<file path="src/rtl/keypad_pkg.sv">
// Shared key/operator encodings and the keypad matrix map for the keypad entry path.
package keypad_pkg;

  localparam int NUM_W = 14;

  // Digit keys take the values 0..9 so the low bits double as the digit value.
  typedef enum logic [4:0] {
    K0, K1, K2, K3, K4, K5, K6, K7, K8, K9,
    K_A, K_B, K_C, K_D, K_STAR, K_HASH, K_NONE, K_MULTI
  } key_t;

  typedef enum logic [1:0] {OP_ADD, OP_SUB, OP_MUL, OP_DIV} op_t;

  localparam key_t KEYMAP [4][4] = '{
    '{K1,     K2, K3,     K_A},
    '{K4,     K5, K6,     K_B},
    '{K7,     K8, K9,     K_C},
    '{K_STAR, K0, K_HASH, K_D}
  };

  function automatic logic is_digit(input key_t k);
    return (k <= K9);
  endfunction

endpackage

</file>
<file path="src/rtl/keypad_scanner.sv">
// Column scanner with 2-FF row synchroniser, per-scan key aggregation and debounce FSM.
module keypad_scanner
  import keypad_pkg::*;
#(
  parameter int SCAN_PERIOD    = 2**16-1,
  parameter int DEBOUNCE_SCANS = 4
) (
  input  logic       clk,
  input  logic       reset,
  input  logic [3:0] row_i,
  output logic [3:0] col_o,
  output logic       key_accept,
  output key_t       key_code
);

  localparam int CNT_W = $clog2(SCAN_PERIOD + 1);
  localparam int DB_W  = $clog2(DEBOUNCE_SCANS + 1);

  typedef enum logic [1:0] {IDLE, PRESS_WAIT, HELD, RELEASE_WAIT} db_state_t;

  logic [3:0]       row_meta, row_sync;
  logic [CNT_W-1:0] dwell_cnt;
  logic [1:0]       col_idx;
  logic [1:0]       hits_acc;
  key_t             code_acc;
  logic             sample;
  logic [2:0]       col_hits, hit_sum;
  key_t             col_code;
  logic [1:0]       tot_hits;
  key_t             tot_code, scan_result;

  logic             vld_p0;
  key_t             scan_res_p0;

  db_state_t        state, state_n;
  logic [DB_W-1:0]  db_cnt, db_cnt_n, db_inc;
  key_t             cand, cand_n;
  logic             res_is_key;

  assign col_o  = ~(4'b0001 << col_idx);
  assign sample = (dwell_cnt == CNT_W'(SCAN_PERIOD));

  // Hits are saturated at 2: that is already enough to call the scan MULTI.
  always_comb begin
    col_hits = 3'd0;
    col_code = K_NONE;
    for (int r = 0; r < 4; r++) begin
      if (!row_sync[r]) begin
        col_hits = col_hits + 3'd1;
        col_code = KEYMAP[r][col_idx];
      end
    end
    hit_sum  = ((col_idx == 2'd0) ? 3'd0 : {1'b0, hits_acc}) + col_hits;
    tot_hits = (hit_sum >= 3'd2) ? 2'd2 : hit_sum[1:0];
    tot_code = (col_hits != 3'd0) ? col_code : code_acc;
    case (tot_hits)
      2'd0:    scan_result = K_NONE;
      2'd1:    scan_result = tot_code;
      default: scan_result = K_MULTI;
    endcase
  end

  // p0: one registered scan result per full 4-column scan
  always_ff @(posedge clk) begin
    if (reset) begin
      row_meta  <= 4'hF;
      row_sync  <= 4'hF;
      dwell_cnt <= '0;
      col_idx   <= 2'd0;
      hits_acc  <= 2'd0;
      vld_p0    <= 1'b0;
    end else begin
      row_meta <= row_i;
      row_sync <= row_meta;
      vld_p0   <= 1'b0;
      if (sample) begin
        dwell_cnt <= '0;
        col_idx   <= col_idx + 2'd1;
        hits_acc  <= tot_hits;
        if (col_idx == 2'd3) vld_p0 <= 1'b1;
      end else begin
        dwell_cnt <= dwell_cnt + 1'b1;
      end
    end
  end

  always_ff @(posedge clk) begin
    if (sample) begin
      code_acc <= tot_code;
      if (col_idx == 2'd3) scan_res_p0 <= scan_result;
    end
  end

  always_ff @(posedge clk) begin
    if (reset) begin
      state  <= IDLE;
      db_cnt <= '0;
      cand   <= K_NONE;
    end else begin
      state  <= state_n;
      db_cnt <= db_cnt_n;
      cand   <= cand_n;
    end
  end

  assign res_is_key = (scan_res_p0 != K_NONE) && (scan_res_p0 != K_MULTI);
  assign db_inc     = db_cnt + 1'b1;
  assign key_code   = cand;

  always_comb begin
    state_n    = state;
    db_cnt_n   = db_cnt;
    cand_n     = cand;
    key_accept = 1'b0;
    if (vld_p0) begin
      case (state)
        IDLE: if (res_is_key) begin
          cand_n   = scan_res_p0;
          db_cnt_n = DB_W'(1);
          state_n  = PRESS_WAIT;
        end
        PRESS_WAIT: begin
          if (scan_res_p0 != cand) begin
            state_n = IDLE;
          end else if (db_inc == DB_W'(DEBOUNCE_SCANS)) begin
            key_accept = 1'b1;
            state_n    = HELD;
          end else begin
            db_cnt_n = db_inc;
          end
        end
        HELD: if (scan_res_p0 == K_NONE) begin
          db_cnt_n = DB_W'(1);
          state_n  = RELEASE_WAIT;
        end
        RELEASE_WAIT: begin
          if (scan_res_p0 != K_NONE)                state_n  = HELD;
          else if (db_inc == DB_W'(DEBOUNCE_SCANS)) state_n  = IDLE;
          else                                      db_cnt_n = db_inc;
        end
        default: state_n = IDLE;
      endcase
    end
  end

endmodule

</file>
<file path="src/rtl/keypad_entry.sv">
// Keypad number entry: decimal accumulation plus operator/enter events.
// Build option KEYPAD_BACKSPACE_EN turns the D key into backspace instead of divide.
module keypad_entry
  import keypad_pkg::*;
#(
  parameter int SCAN_PERIOD    = 2**16-1,
  parameter int DEBOUNCE_SCANS = 4,
  parameter int MAX_DIGITS     = 4
) (
  input  logic             clk,
  input  logic             reset,
  input  logic [3:0]       row_i,
  output logic [3:0]       col_o,
  output logic [NUM_W-1:0] number_o,
  output logic [2:0]       digit_count_o,
  output logic             op_valid_o,
  output logic [1:0]       op_code_o,
  output logic             enter_o
);

  logic             key_accept;
  key_t             key_code;
  logic             new_entry;
  logic [NUM_W-1:0] base_num;
  logic [2:0]       base_cnt;

  keypad_scanner #(
    .SCAN_PERIOD    (SCAN_PERIOD),
    .DEBOUNCE_SCANS (DEBOUNCE_SCANS)
  ) u_scanner (
    .clk        (clk),
    .reset      (reset),
    .row_i      (row_i),
    .col_o      (col_o),
    .key_accept (key_accept),
    .key_code   (key_code)
  );

  // n*10 + d as shifts; the digit limit keeps 9999 from ever overflowing.
  function automatic logic [NUM_W-1:0] times10_add(input logic [NUM_W-1:0] n,
                                                   input logic [3:0] d);
    return (n << 3) + (n << 1) + {{(NUM_W-4){1'b0}}, d};
  endfunction

  assign base_num = new_entry ? '0 : number_o;
  assign base_cnt = new_entry ? 3'd0 : digit_count_o;

  // p1: outputs follow the cycle after the scanner accepts a key
  always_ff @(posedge clk) begin
    if (reset) begin
      number_o      <= '0;
      digit_count_o <= 3'd0;
      op_valid_o    <= 1'b0;
      op_code_o     <= 2'd0;
      enter_o       <= 1'b0;
      new_entry     <= 1'b0;
    end else begin
      op_valid_o <= 1'b0;
      enter_o    <= 1'b0;
      if (key_accept) begin
        if (is_digit(key_code)) begin
          new_entry <= 1'b0;
          if (base_cnt == 3'(MAX_DIGITS)) begin
            number_o      <= base_num;
            digit_count_o <= base_cnt;
          end else begin
            number_o      <= times10_add(base_num, key_code[3:0]);
            digit_count_o <= (base_num == '0 && key_code == K0) ? base_cnt : base_cnt + 3'd1;
          end
        end else begin
          case (key_code)
            K_STAR: begin
              number_o      <= '0;
              digit_count_o <= 3'd0;
              new_entry     <= 1'b0;
            end
            K_HASH: begin
              enter_o   <= 1'b1;
              new_entry <= 1'b1;
            end
            K_A: begin op_valid_o <= 1'b1; op_code_o <= OP_ADD; new_entry <= 1'b1; end
            K_B: begin op_valid_o <= 1'b1; op_code_o <= OP_SUB; new_entry <= 1'b1; end
            K_C: begin op_valid_o <= 1'b1; op_code_o <= OP_MUL; new_entry <= 1'b1; end
            K_D: begin
`ifdef KEYPAD_BACKSPACE_EN
              if (new_entry) begin
                new_entry <= 1'b0;
              end else begin
                number_o      <= number_o / NUM_W'(10);
                digit_count_o <= (digit_count_o == 3'd0) ? 3'd0 : digit_count_o - 3'd1;
              end
`else
              op_valid_o <= 1'b1;
              op_code_o  <= OP_DIV;
              new_entry  <= 1'b1;
`endif
            end
            default: ;
          endcase
        end
      end
    end
  end

endmodule

</file>
<file path="config.mk">
export PLATFORM = sky130hd
export DESIGN_NAME = keypad_entry
export DESIGN_NICKNAME = d
export VERILOG_FILES = /design/src/rtl/keypad_pkg.sv /design/src/rtl/keypad_scanner.sv /design/src/rtl/keypad_entry.sv
export SDC_FILE = /design/constraint.sdc
export NUM_CORES = 1
export LEC_CHECK = 0
export BUFFER_PORTS_ARGS = -buffer_cell sky130_fd_sc_hd__buf_2
export CAP_MARGIN = 20
export CORE_MARGIN = 1
export CORE_UTILIZATION = 45
export DETAILED_ROUTE_END_ITERATION = 16
export PLACE_DENSITY = 0.67
export SYNTH_ARGS = -nofsm -noshare
export SYNTH_HDL_FRONTEND = slang
export SYNTH_SLANG_ARGS = --single-unit
export TNS_END_PERCENT = 5
</file>
<file path="constraint.sdc">
create_clock -name clk -period 7.6 [get_ports clk]
set_input_delay 1.14 -clock clk [delete_from_list [all_inputs] [get_ports clk]]
set_output_delay 1.14 -clock clk [all_outputs]
set_load 0.005 [all_outputs]
</file>
Word-level counts from Yosys, hierarchy flattened
Index checks and enable logic that the tools add are counted.

Flip-flop bits (word level): 71. Latch bits: 0. Bits in writable memories: 0. Bits in read-only memories: 0. Input port bits: 6. Output and inout port bits: 25. Memories kept: 0.

Add/sub/neg operators: 10. Multipliers: 0. Divide/modulo/power cells: 0. Order comparisons: 3. Eq/ne operators: 24. Shifts and indexed selects: 1. Muxes and demuxes: 56. Bitwise logic cells: 5. Reduce and logical (&&, ||, !) cells: 23.

Operators with widths (count): 2-to-1 mux 5 bit (13); 2-to-1 mux 14 bit (4); binary-select mux 5 bit (select 2 bit) (4); 2-to-1 mux 3 bit (13); equality test 5 x 4 -> 1 bit (second input constant) (6); adder 16 x 1 -> 16 bit (second input constant) (1); equality test 16 bit (second input constant) (1); 2-to-1 mux 2 bit (8); one-hot mux 2 bit (4 select lines) (2); adder 14 bit (1); adder 14 x 4 -> 14 bit (1); logical NOT 14 bit (1); adder 3 x 1 -> 3 bit (second input constant) (4); one-hot mux 3 bit (4 select lines) (1); != test 5 bit (second input constant) (2); one-hot mux 5 bit (2 select lines) (1); AND reduction 5 bit (2); 2-to-1 mux 1 bit (9); equality test 2 bit (second input constant) (3); equality test 3 bit (second input constant) (2); logical NOT 2 bit (3); != test 3 x 1 -> 1 bit (second input constant) (2); AND reduction 2 bit (3); AND reduction 3 bit (2); 25 further kinds (33).

Logic depth before layout (Yosys ltp)
Gate-level depths: netlist of the first run.

Word-level depth: 12. Depth in mapped cells: 11. Mapped depth without buffers: 11.

Cells and area by module
A second synthesis of the first run with hierarchy kept.

Cell total of the unflattened synthesis: 478. Area total of the unflattened synthesis: 4259.1 µm².

Modules (own cells, without submodules): keypad_scanner (times used 1, cells an instance 262, area each 2457.4 µm²); keypad_entry (times used 1, cells an instance 216, area each 1801.7 µm²).

Worst setup path after synthesis of the first run
OpenSTA, ideal clock, no wires.

Kind: flip-flop to flip-flop. From: register new_entry. To: register number_o[10]. Arrival: 2.533 ns. Setup slack: 4.945 ns. Stages on the path, launching flop included: 12. Path buffers: 1. Clock period less this slack: 2.655 ns. Path through: dfxtp_1 clkbuf_1 nor2b_1 ha_1 ha_1 fa_1 a21oi_1 o2111ai_1 a21o_1 a21oi_1 xor2_1 o21ai_0.

Longest elaborated chain between the ends: 5.

Ends and longest elaborated chain: start: declaration (RTL line keypad_entry.sv:23) `logic new_entry;`; start signal: assignment (RTL line keypad_entry.sv:56) `new_entry <= 1'b0;`; start signal: assignment (RTL line keypad_entry.sv:62) `new_entry <= 1'b0;`; start signal: assignment (RTL line keypad_entry.sv:75) `new_entry <= 1'b0;`; 2-to-1 mux 14 bit (RTL line keypad_entry.sv:45) `assign base_num = new_entry ? '0 : number_o;`; adder 14 bit (RTL line keypad_entry.sv:42) `return (n << 3) + (n << 1) + {{(NUM_W-4){1'b0}}, d};`; adder 14 x 4 -> 14 bit (RTL line keypad_entry.sv:42); 2-to-1 mux 14 bit (*) (RTL line keypad_entry.sv:63) `if (base_cnt == 3'(MAX_DIGITS)) begin`; 2-to-1 mux 14 bit (*) (RTL line keypad_entry.sv:61) `if (is_digit(key_code)) begin`; end signal: assignment (RTL line keypad_entry.sv:64) `number_o <= base_num;`; end signal: assignment (RTL line keypad_entry.sv:67) `number_o <= times10_add(base_num, key_code[3:0]);`; end: declaration (RTL line keypad_entry.sv:14) `output logic [NUM_W-1:0] number_o,`.

Every way passes the cells marked *; elsewhere a longest branch is shown, timed or not. A chain may end at the register's enable or synchronous reset.

Worst setup path in the final report of the first run
Same ends and word-level chain as after synthesis.

==> results of run 1 <==
-- path summary, 6_finish.rpt --
kind / to / slack (ps) / cells after the start
setup / recovery: number_o[10] / 4480 / 10
hold reg to reg: u_scanner.row_sync[2] / 410 / 1
hold / removal: u_scanner.row_sync[2] / 410 / 1
setup reg to reg: number_o[10] / 4480 / 10
-- registers in the layout (all words and copies together) (netlist names) --
signal	cells
enter_o	1
u_scanner.col_idx	2
u_scanner.code_acc	5
digit_count_o	3
u_scanner.row_meta	4
new_entry	1
u_scanner.hits_acc	2
u_scanner.row_sync	4
u_scanner.state	2
number_o	14
u_scanner.dwell_cnt	16
u_scanner.db_cnt	3
u_scanner.scan_res_p0	5
u_scanner.vld_p0	1
u_scanner.key_code	5
op_code_o	2
op_valid_o	1
-- stage by stage --
stage               hold WS (ps)  setup WS (ps)
global route                 421           4290
finish                       412           4480
detailed placement           394           4550
CTS                          414           4540
floorplan                    389           4950
global placement             391           4610
-- layout by cell type, fill, tap and decap left out, drive strengths merged, types with 3 or more instances in the layout --
cell type,n
clkbuf,10
nor2,55
nand4,8
a211oi,3
nand2,36
ha,37
a31oi,6
a22oi,13
nand3,17
xor2,13
nor4,4
mux2i,5
a21oi,25
inv,25
o21ai,20
and3,6
nor2b,20
or2,15
dfxtp,61
a21o,7
xnor2,21
and2,6
buf,32
edfxtp,10
nand3b,7
mux2,6
o31ai,3
clkinv,3
or3,4
nand2b,10
nor3,10
-- report_power, final --
group          leakage (uW)  switching, uW  total (uW)  internal (uW)
Sequential         0.000583           3.49         388            385
Combinational       0.00132           17.9        33.8           15.9
Clock             0.0000872            154         274            120
Total               0.00199            175         696            521
-- metal layers --
| metal | share of wire | track usage |
|---|---|---|
| met5 | 0 | 0 |
| met3 | 0.035 | 0.0478 |
| met4 | 0.014 | 0.0543 |
| met1 | 0.48 | 0.228 |
| met2 | 0.47 | 0.312 |
-- worst max-delay path: stages (launching register included) --
cell	delay, ps
dfxtp_1	810
nor2b_1	160
ha_1	320
ha_1	240
fa_1	400
a21oi_1	230
o2111ai_1	220
a21o_1	230
a21oi_1	180
xor2_1	150
o21ai_0	80
-- area by class of cell --
class	count	area [um^2]
clock buffers	10	128
clock inverters	6	45.0
fillers	865	4540
inverters	23	86.3
multi-input cells	378	2590
flip-flops and latches	71	1520
well taps	129	161
repair buffers	32	165
-- logic make-up (layout without fill, tap and decap cells) --
| family | Yosys count | in the layout | synth area share |
|---|---|---|---|
| xor+xnor | 34 | 34 | 0.0693 |
| flops | 71 | 71 | 0.354 |
| buf+inv | 44 | 71 | 0.0442 |
| compound gates | 90 | 90 | 0.138 |
| simple gates | 204 | 204 | 0.250 |
| mux | 11 | 11 | 0.0274 |
| fa+ha+maj | 39 | 39 | 0.117 |
==> impl_metrics.toml, run 1 <==
[timing]
finalMaxSlewViolations = 0
fin_crit_ps = 3120
worstMarginPinSlew_ps = 770
relSlewSlack = 0.487
finalCritPeriodShare = 0.410
fin_setup_tns_ps = 0
rsz0062_at_grt = "false"
hold_violations = 0
setup_viol = 0
fin_skew_ps = 10.5
max_freq_mhz = 321

[clock_network]
cts_tree = "built"
cts_buffers = 9
postCtsHoldBufs = 0
clock_path_buffers = 2
htreeDepth = 3
postCtsSetupBuffers = 0
clk_pin_slew_ps = 80
cts_resized = 0
cts_sinks = 71
clock_tree.root_cell = "clkbuf_8"
clkLatencyLatePin_ps = 350

[synth]
yosys.area.top_type = "dfxtp_1"
synth-edff-count = 10
synth_area_mm2 = 0.00430
synth-seq-cells = 71
yosys-top-cells-area = "dfxtp_1, ha_1, edfxtp_1, nor2_1, xnor2_1"
syn-num-nets = 538
ys_types = 56
synth_most_common_cell = "dfxtp_1"
async_reset_ff_frac = 0
postSynthCellCount = 493
ys_seq_area_frac = 0.354
syn_avg_cell_area_um2 = 8.72
synth_top_area_share = 0.284
synth_flop_cell = "dfxtp_1"
synth_commonest_cells = "dfxtp_1, nor2_1, ha_1, nand2_1"
yosys_warnings = 0

[drt]
drtIter0Drc = 115
vias = 3474
post_drt_wl_per_cell_um = 12.9
wl_mm = 8.39
viasPerCell = 5.35
antenna_left = 0
first_pass_iters = 5
drc = 0

[global_routing]
antenna_found_initial = 0
grt_pass1_wl_mm = 14.6
grt-ovfl-total = 0
grt_pass1_vias = 3264
grt_max_degree = 56
track_usage = 0.183

[cells_and_area]
n_antenna_cell = 0
post-route-util = 0.509
areaGrowthSynthToFinish_pct = 9.34
fin_area_mm2 = 0.00470
finalNonFillerCells = 649
layout-drive-gt1-share = 0.146
nets = 560

[worst_setup_path]
cp-startpoint = "new_entry"
path_class = "register to register"
cp.required_ps = 7840
critPathMaxFanout = 24
cp.arrival_ps = 3360
r2r_start = "new_entry"
cp-end-kind = "register"
start_kind = "register"

[placed_design]
place_hpwl_mm = 6.01
dp_cells = 633
port_buffers = 30
post_dp_cell_area_mm2 = 0.00453
place_congestion = 0.862

[power]
power.total_uw = 696
ir_worst_vdd_uv = 107
p_leak_uw = 0.00199
power_density_mw_per_mm2 = 148

[die]
rows = 35
dieArea_mm2 = 0.00995
die_width_um = 99.7
initial_utilization = 0.465
fp.coreArea_mm2 = 0.00924
ios = 31
die_h_um = 99.7

[run_status]
status = "finished clean"

[worst_hold_path]
hold_class = "register to register"
holdCritStartpoint = "u_scanner.row_meta[2]"

[run]
maxCapViolations = 0
Power figures use the tool's default switching activity.
==> run 2: changes to the inputs <==
clock period = 3.1 ns   (was 7.6 ns; I/O delays follow)
==> run 2 against run 1 <==
Flip-flop and latch count is the same. Setup slack got worse by 4200 ps. First-iteration DRC count grew 17%. Maximum frequency grew 9.4%. Clock power rose to 2.6 times the previous value. Die area unchanged. Wire length is 2.8% higher. Critical endpoint is now u_scanner.scan_res_p0[4]. Highest routed layer unchanged.
==> impl_metrics.toml, run 2 (synthesis results as in run 1) <==
[clock_network]
cts_resized = 0
clock_path_buffers = 2
postCtsSetupBuffers = 0
clk_pin_slew_ps = 90
cts_sinks = 71
clock_tree.root_cell = "clkbuf_8"
htreeDepth = 3
cts_tree = "built"
cts_buffers = 9
postCtsHoldBufs = 0
clkLatencyLatePin_ps = 360

[run_status]
status = "finished clean"

[timing]
worst_slack_ps = 252
finalMaxSlewViolations = 0
hold_violations = 0
relSlewSlack = 0.575
finalCritPeriodShare = 0.919
setup_viol = 0
rsz0062_at_grt = "false"
fin_crit_ps = 2850
max_freq_mhz = 351
fin_setup_tns_ps = 0
worstMarginPinSlew_ps = 631
fin_skew_ps = 16.1

[power]
swShare = 0.260
p_int_uw = 1290
power_density_mw_per_mm2 = 367
combPwrFrac = 0.048
clkPwrFrac = 0.405
p_seq_frac = 0.547
ir_worst_vdd_uv = 227
p_leak_uw = 0.00202
power.net_switching_uw = 452

[die]
initial_utilization = 0.465
dieArea_mm2 = 0.00995
ios = 31
fp.coreArea_mm2 = 0.00924
die_width_um = 99.7
die_h_um = 99.7
rows = 35

[cells_and_area]
nets = 565
regMostFlops = "u_scanner.dwell_cnt"
final_common_cell = "dfxtp_1"
reg_top3 = "u_scanner.dwell_cnt x16, number_o x14"
n_antenna_cell = 0
areaGrowthSynthToFinish_pct = 10.5
largest_register_ffs = 16
layout_common_cells = "dfxtp_1, nor2_1, ha_1"
layout-drive-gt1-share = 0.156
n_fill_cell = 893

[worst_setup_path]
critPathMaxFanout = 5
cp.required_ps = 3200
path_class = "register to register"
start_kind = "register"
cp-end-kind = "register"
cp.arrival_ps = 2950

[drt]
vias = 3483
post_drt_wl_per_cell_um = 13.2
wl_mm = 8.62
drtIter0Drc = 135
viasPerCell = 5.33
antenna_left = 0
drc = 0
first_pass_iters = 5

[global_routing]
grt-ovfl-total = 0
track_usage = 0.186
grt_max_degree = 31
grt-busiest-layer = "met2"
use_met2 = 0.316
global_route.usage.met1 = 0.225
met3_usage = 0.0569
grt_pass1_wl_mm = 14.8
antenna_found_initial = 0
grt_pass1_vias = 3306

[placed_design]
pre_cts_slack_ps = 292
place_hpwl_mm = 6.32
place_congestion = 0.834
port_buffers = 30

[worst_hold_path]
hold_class = "input port to register"

[run]
maxCapViolations = 0
==> run 2: cell types whose count changed in the layout (fill, tap and decap cells not counted), sizes merged <==
cell | previous run | this run
clkbuf | 10 | 9
buf | 32 | 37
inv | 25 | 27
clkinvlp | 1 | 2
clkinv | 3 | 1
==> run 2: per-stage QoR <==
stage	instances	area [um^2]	util	power [uW]	hold slack, ps
floorplan	493	4300	-	1040	389
global placement	638	4570	0.494	1050	392
detailed placement	638	4570	0.494	1060	398
CTS	654	4750	0.514	1760	273
global route	654	4750	0.514	1810	267
finish	654	4750	0.514	1740	288
==> run 2: path summary, 6_finish.rpt <==
kind | startpoint | endpoint | slack (ps) | depth (start not counted)
worst max-delay path | u_scanner.row_sync[1] | u_scanner.scan_res_p0[4] | 250 | 9
worst max register to register | u_scanner.row_sync[1] | u_scanner.scan_res_p0[4] | 250 | 9
worst min register to register | u_scanner.row_meta[2] | u_scanner.row_sync[2] | 420 | 1
worst min-delay path | row_i[2] | u_scanner.row_meta[2] | 290 | 2
==> run 2: layout make-up <==
cell class / count / area (um^2) / area share
repair buffers: 37 / 203 / 0.0427
well taps: 129 / 161 / 0.0340
flip-flops and latches: 71 / 1520 / 0.320
clock buffers: 9 / 124 / 0.0261
clock inverters: 7 / 61.3 / 0.0129
inverters: 23 / 86.3 / 0.0182
multi-input cells: 378 / 2590 / 0.546
==> run 2: worst max-delay path: stages (launching register included) <==
cell and delay (ps):
dfxtp_1 410, inv_1 120, ha_1 320, xnor2_1 170, ha_1 300, mux2i_1 110, fa_1 460, xnor2_1 290
nand3_1 130, or2_2 300
==> run 2: layer usage <==
metal,up-vias,wire (um)
met5,-,0
met4,0,110
met3,11,337
met2,67,4030
met1,1628,4150
li1,1777,-
==> run 2: power groups by stage <==
stage / Clock (uW) / Sequential (uW) / Combinational [uW]
after floorplan: 0 / 970 / 68.8
after global placement: 0 / 973 / 80.9
after detailed placement: 0 / 974 / 83.6
after CTS: 727 / 952 / 84.1
after global routing: 763 / 953 / 94.9
final: 705 / 952 / 83.5
